===== src/rtl/sat_counter.sv =====
// Saturating up-counter with synchronous clear (clear wins over inc).
// Ports: clk, reset_n (sync, active-low), clr, inc, count.
module sat_counter #(
    parameter int CNT_W = 16
) (
    input  logic             clk,
    input  logic             reset_n,
    input  logic             clr,
    input  logic             inc,
    output logic [CNT_W-1:0] count
);
    logic [CNT_W-1:0] count_d;
    logic [CNT_W-1:0] count_q;

    always_comb begin
        count_d = count_q;
        if (clr) begin
            count_d = '0;
        end else if (inc && (count_q != '1)) begin
            count_d = count_q + 1'b1;
        end
    end

    always_ff @(posedge clk) begin
        if (!reset_n) begin
            count_q <= '0;
        end else begin
            count_q <= count_d;
        end
    end

    assign count = count_q;
endmodule


===== config.mk =====
export PLATFORM = sky130hd
export DESIGN_NAME = sat_counter
export DESIGN_NICKNAME = d
export VERILOG_FILES = /design/src/rtl/sat_counter.sv
export SDC_FILE = /design/constraint.sdc
export NUM_CORES = 1
export LEC_CHECK = 0
export ABC_CLOCK_PERIOD_IN_PS = 1500
export CELL_PAD_IN_SITES_DETAIL_PLACEMENT = 1
export CELL_PAD_IN_SITES_GLOBAL_PLACEMENT = 1
export CORE_MARGIN = 3
export CORE_UTILIZATION = 33
export CTS_CLUSTER_DIAMETER = 100
export CTS_CLUSTER_SIZE = 25
export DETAILED_ROUTE_END_ITERATION = 8
export HOLD_SLACK_MARGIN = 0.12
export PLACE_DENSITY = 0.72
export REMOVE_ABC_BUFFERS = 1
export SETUP_SLACK_MARGIN = 0.05
export SYNTH_ARGS = -nofsm -noshare
export SYNTH_HDL_FRONTEND = slang
export SYNTH_SLANG_ARGS = --single-unit

===== constraint.sdc =====
create_clock -name clk -period 1.5 [get_ports clk]
set_input_delay 0.3 -clock clk [delete_from_list [all_inputs] [get_ports clk]]
set_output_delay 0.3 -clock clk [all_outputs]
set_load 0.005 [all_outputs]

; ---- Word level (Yosys, flattened, before mapping)
; Index checks and enable logic that the tools add are counted.
; W data, S select, Z words.
[totals]
regBits = 16
latchBits = 0
mem_bits_rw = 0
romBits = 0
mem_count = 0
[classes]
addsub = 1
n_mul = 0
div_mod_pow = 0
order_cmp = 0
n_eq_ne = 1
shift = 0
mux = 0
n_bitwise = 1
reduce_logical = 2
[ops]
columns = operator, n
row1 = $add A16 B1 Y16 const B, 1
row2 = $ne A16 B16 Y1 const B, 1
row3 = $reduce_or A2 Y1, 1
row4 = $logic_and A1 B1 Y1, 1
row5 = $not A1 Y1, 1

; ---- Longest topological paths before layout
; Gate-level depths: netlist of the first run.
[depth]
ltp_word = 2
mapped_depth = 5
depth_no_buf = 5

; ---- Least setup slack after synthesis of the first run
; OpenSTA, ideal clock, no wires.
[synth_path]
path_kind = reg-to-reg
start = reg count_q[0], in the netlist count[0]
end = reg count_q[14], in the netlist count[14]
setup_ns = 0.115
t_arrival_ns = 1.420
required_ns = 1.385
slack_ns = -0.034
stages_incl_launch_ff = 6
path_buffers = 0
path_cell_list = dfxtp_1 ha_1 and4_2 o311ai_2 o31a_1 o21a_1
[synth_between]
elab_chain_cells = 2
word_cells_on_any_way = 3
cone_classes = add/sub (1) / eq/ne (1) / reduce/logical (1)
[synth_lines]
columns = item, line
row1 = start: declaration, 13  ; logic [CNT_W-1:0] count_q;
row2 = start signal: assignment, 28  ; count_q <= count_d;
row3 = branches (longest 2 deep; another with $add A16 B1 Y16), n/a
; Parallel ways; which one is timed is not known.
; A chain may end at the register's enable or synchronous reset.

; ---- Worst setup path in the final report of the first run
[layout_path]
start = reg count_q[8], in the netlist count[8]
end = reg count_q[13], in the netlist count[13]
; The elaborated chain is that of the path after synthesis.

==> results of run 1 <==
==> worst reg2reg max path, stage by stage, from the launching register on <==
cell	delay, ns
dfxtp_2	0.35
buf_6	0.13
nand4_4	0.15
buf_6	0.13
nor3_4	0.05
buf_4	0.15
or4_1	0.49
a21oi_1	0.14
==> power by group <==
part / total (µW) / internal [µW] / switching (µW)
sequential: 424 / 422 / 2.30
combinational: 46.5 / 24.0 / 22.6
clock: 243 / 93.8 / 149
total: 713 / 539 / 174
==> cells in the mapped netlist (2+ instances only) <==
cell	instances	share of area [%]
nand2_1	5	2.2
and2_1	3	2.2
nor4_1	3	2.2
o21ai_0	4	2.3
dfxtp_1	16	37
and4_2	2	2.3
o311ai_0	2	2.0
or3_1	2	1.4
nand4_1	2	1.4
o41ai_1	2	2.0
or4_1	2	1.7
nand4_4	2	4.9
inv_1	2	0.87
nor2_1	10	4.3
xor2_1	3	3.0
nand3_1	4	2.3
o31ai_1	2	1.7
nand2b_1	2	1.4
a21oi_1	4	2.3
==> metrics by stage <==
stage | TNS [ns] | setup slack, ns | std cells | total power [µW] | utilization (%)
after global placement | -2.98 | -0.342 | 163 | 478 | 54.8
after global routing | -1.41 | -0.180 | 186 | 748 | 70.3
after CTS | -0.0415 | -0.0415 | 178 | 712 | 63.8
final | -0.646 | -0.142 | 186 | 713 | 70.3
after detailed placement | -3.66 | -0.423 | 163 | 479 | 54.8
after floorplan | -0.0341 | -0.0341 | 90 | 453 | -
==> logic make-up after synthesis <==
group                    synth area share, %
adder cells (fa/ha/maj)                 1.45
multiplexers                            1.16
AND/OR/NAND/NOR                         33.6
AO/OA/AOI/OAI                           21.4
flip-flops                              37.0
XOR/XNOR                                4.05
buffers and inverters                   1.30
==> routing by layer <==
layer / wire [µm] / part of all wire, %
met2: 2090 / 52
met1: 1580 / 39
met4: 165 / 4.1
met5: 0 / 0
met3: 216 / 5.3
==> cell type report <==
class	instances	area share (%)
Clock buffer	3	1.37
Inverter	2	0.457
Multi-Input combinational cell	72	40.4
Timing Repair Buffer	65	34.5
Sequential cell	16	21.2
Tap cell	28	2.13
==> cells in the final DEF, fill, tap and decap left out, drive strengths merged, types with 3 or more instances in the layout <==
cell type,n
nand4,4
nor4,3
dlygate4sd2,16
clkbuf,3
a21oi,4
o311ai,3
buf,46
dfxtp,16
and4,3
nand2,5
and2,3
nand3,5
o41ai,3
nor2,10
o21ai,4
xor2,3
==> what timing repair did <==
item,in CTS,in global routing
gates cloned,0,0
setup buffers,12,8
gates resized for setup,55,23
hold buffers,0,0
endpoints found under the setup margin,29,16
pin swaps,7,13
endpoints found under the hold margin,0,0
==> path summary, 6_finish.rpt <==
check	startpoint	to	cells after the start
worst max-delay path	count[8]	count[13]	7
worst min-delay path	count[2]	count[2]	2
worst max register to register	count[8]	count[13]	7
worst min register to register	count[2]	count[2]	2
==> results.cfg, run 1 <==
[sta]
worst_slack_ns = -0.142
slew_headroom_pct = 74.7
fmax_mhz = 609
post-route-min-period_ns = 1.64
hold_slack_ns = 0.522
finClkSkew_ns = 0.00798
worstMarginPinSlew_ns = 0.378
drv_slew = 0
final-setup-viol-count = 8
rsz0062_at_grt = true
final.period_utilization_pct = 109
hold_violations = 0

[final_layout]
nets = 165
nFillCells = 251
seq_area_um2 = 348
stdcell_area_um2 = 1640
antennaDiodeCount = 0
multi_input_area_um2 = 664
largest_reg_flops = 16
drive_gt1_share_pct = 56.3
area.growth.synth_to_final_pct = 90.2

[cts]
cts_made_buffers = 3
clockRootBuffer = clkbuf_4
clock_latency_ns = 0.30
clkTransAtPathRegs_ns = 0.10
clock-sinks = 16
cts_max_level = 1
cts_buffer_depth = 2
cts_tree = done

[worst_setup_path]
crit_chain = buf_6, nand4_4, buf_6, nor3_4, buf_4, or4_1, a21oi_1
cp_slowest_cell = or4_1
crit_arrival_ns = 1.88
crit_buf_inv = 3
rrSetupSlack_ns = -0.14
crit_family = simple AND/OR/NAND/NOR gates
critPathKind = reg2reg
critPathMaxStageDelay_ns = 0.49
cp_max_fo = 6
end_kind = flip-flop
cp_common_cell = buf_6
startpoint_type = flip-flop
critPathRequiredTime_ns = 1.74

[logic_synthesis]
ys_ff_latch = 16
ys_warn_count = 0
ys_seq_area_share_pct = 37.0
mappedNetlistArea_um2 = 865
synth-edff-count = 0
syn_inst = 91
synth_cell_types = 38
syn_area_per_cell_um2 = 9.50
synth_flop_cell = dfxtp_1
synthArstFlopShare_pct = 0

[global_route]
use_met1_pct = 24.0
overflow = 0
grt_pass1_wl_um = 5700
antenna_found_initial = 0
grt_use_total_pct = 23.1
top_usage_layer = met2
grt_util_met3_pct = 7.69
grt_pass1_vias = 1159
grt_max_degree = 11
gr-usage-met2_pct = 41.4

[detailed_routing]
wl_um = 4050
antenna_left = 0
drtPass1Iterations = 4
remaining_drc_errors = 0
wl_per_cell_um = 21.8
drt_iter0_drc = 46
viasPerCell = 5.71
vias = 1062

[floorplanning]
coreArea_um2 = 2340
num_io_pins = 20
dieArea_um2 = 3270
die_w_um = 57.2
die_y_um = 57.2
start_util_pct = 37.0
row_count = 17

[power]
powerDensity_nw_per_um2 = 434
ir_drop_uv = 653
leakagePower_uw = 0.000816

[placement]
port_buffers = 19
placed_area_um2 = 1280
dp_hpwl_um = 2110
gp_congestion = 0.823

[outcome]
violations = setup timing
outcome = finished, violations left

[flow_run]
drv_cap = 0

[worst_hold_path]
min_path_type = reg2reg
Note: power is estimated with default switching activity, not from simulation.
==> run 2, diff against run 1 <==
- ABC_CLOCK_PERIOD_IN_PS: 1500 -> 1700
- CORE_UTILIZATION: 33 -> 36
- GPL_ROUTABILITY_DRIVEN: default -> 0
- PLACE_DENSITY: 0.72 -> 0.75
- clock period: 1.5 -> 1.7 ns (I/O delays scaled with it)
==> run 2 against run 1 <==
The flow now finishes without violations. Critical path type is now in2reg. Clock skew fell by 0.0032 ns. Flip-flop and latch count did not move. Die area decreased by 7.5%.
==> results.cfg, run 2 (synthesis gave the netlist of run 1 again) <==
[worst_setup_path]
rrSetupSlack_ns = 0.12
crit_arrival_ns = 1.84
critPathKind = in2reg
crit_family = simple AND/OR/NAND/NOR gates
critPathRequiredTime_ns = 1.93
rr_startpoint = count[0]
crit-reg2reg-capture = count[14]
cp_max_fo = 7
crit_chain = clkdlybuf4s50_1, and4_2, nand3_4, or4_1, a21oi_1
critPathMaxStageDelay_ns = 0.50
cp_slowest_cell = clkdlybuf4s50_1
startpoint_type = input pin
end_kind = flip-flop
reg2regPathDepth = 6
crit_buf_inv = 1

[detailed_routing]
wl_per_cell_um = 17.2
drtPass1Iterations = 5
remaining_drc_errors = 0
wl_um = 2690
viasPerCell = 5.69
vias = 887
drt_iter0_drc = 6
antenna_left = 0

[cts]
cts_buffer_depth = 2
cts_max_level = 1
cts_made_buffers = 3
clock-sinks = 16
ctsHoldBuffers = 0
clock_latency_ns = 0.29
clkTransAtPathRegs_ns = 0.11
cts_tree = done
clockRootBuffer = clkbuf_4

[global_route]
grt_max_degree = 11
antenna_found_initial = 0
grt_pass1_wl_um = 4220
grt_pass1_vias = 918
overflow = 0
grt_use_total_pct = 20.3

[sta]
hold_slack_ns = 0.527
final.period_utilization_pct = 94.9
fmax_mhz = 620
hold_violations = 0
worst_slack_ns = 0.0869
rsz0062_at_grt = true
final-setup-viol-count = 0
slew_headroom_pct = 74.4
worstMarginPinSlew_ns = 0.381
drv_slew = 0
finClkSkew_ns = 0.00477
post-route-min-period_ns = 1.61

[power]
ir_drop_uv = 376
leakagePower_uw = 0.000497
p_total_uw = 683
powerDensity_nw_per_um2 = 526

[final_layout]
final_util_pct = 57.7
area.growth.synth_to_final_pct = 50.4
drive_gt1_share_pct = 35.2
mostFrequentLayoutCell = clkdlybuf4s50_1
antennaDiodeCount = 0
final_cell_mix = 19 x clkdlybuf4s50_1, 14 x buf_4, 13 x dfxtp_2
largest_reg_flops = 16
nets = 134

[worst_hold_path]
hold_start = count[11]
hold_depth = 1
min_path_type = reg2reg
hold_path_end = count[11]

[placement]
dpl_worst_slack_ns = -0.253
port_buffers = 19
dp_hpwl_um = 1920

[floorplanning]
coreArea_um2 = 2250
die_w_um = 55.0
dieArea_um2 = 3030
start_util_pct = 38.3
row_count = 17
num_io_pins = 20
die_y_um = 55.0

[outcome]
outcome = completed

[flow_run]
drv_cap = 0
[run 2: cell count changes in the layout (fill, tap and decap cells not counted), sizes merged]
cell,delta
clkbuf,+1
buf,-31
dlymetal6s2s,-1
dlygate4sd2,-16
clkdlybuf4s50,+17
[run 2: worst max path at each step]
stage               startpoint   endpoint  slack [ns]  cells after the start
global route               inc  count[13]       0.009                      5
CTS                   count[6]   count[6]        0.05                      2
finish                     inc  count[13]        0.09                      5
detailed placement         inc  count[15]       -0.25                      5
global placement           inc  count[15]       -0.12                      5
floorplan             count[0]  count[14]        0.17                      5
[run 2: report_power, final]
group,total [µW],switching [µW],internal [µW]
registers,379,2.67,376
logic,39.6,16.7,22.9
clock network,265,134,130
total,683,154,530
[run 2: final cells by class]
type / instances / area, µm²
clock buffers: 4 / 36.3
fillers: 273 / 955
inverters: 2 / 7.51
multi-input cells: 72 / 569
flip-flops and latches: 16 / 337
well taps: 28 / 35.0
repair buffers: 34 / 315
[run 2: layer usage]
layer | routed length, µm | GRT usage, % | part of all wire, %
met1 | 1140 | 22.1 | 42
met2 | 1420 | 37.2 | 53
met3 | 80 | 2.95 | 3.0
met4 | 59 | 11.3 | 2.2
met5 | 0 | 0 | 0
[run 2: timing repair]
action                     in CTS  in global routing
setup endpoints to repair       3                 16
pin swaps                       0                  2
buffers inserted                0                  3
gates resized for setup         3                 18
[run 2: stage by stage]
stage               TNS, ns  instance area [µm²]  std cells
finish                    0                 1300        156
global route              0                 1300        156
CTS                       0                 1230        153
detailed placement    -1.13                 1190        149
global placement     -0.590                 1190        149
floorplan                 0                  861         90
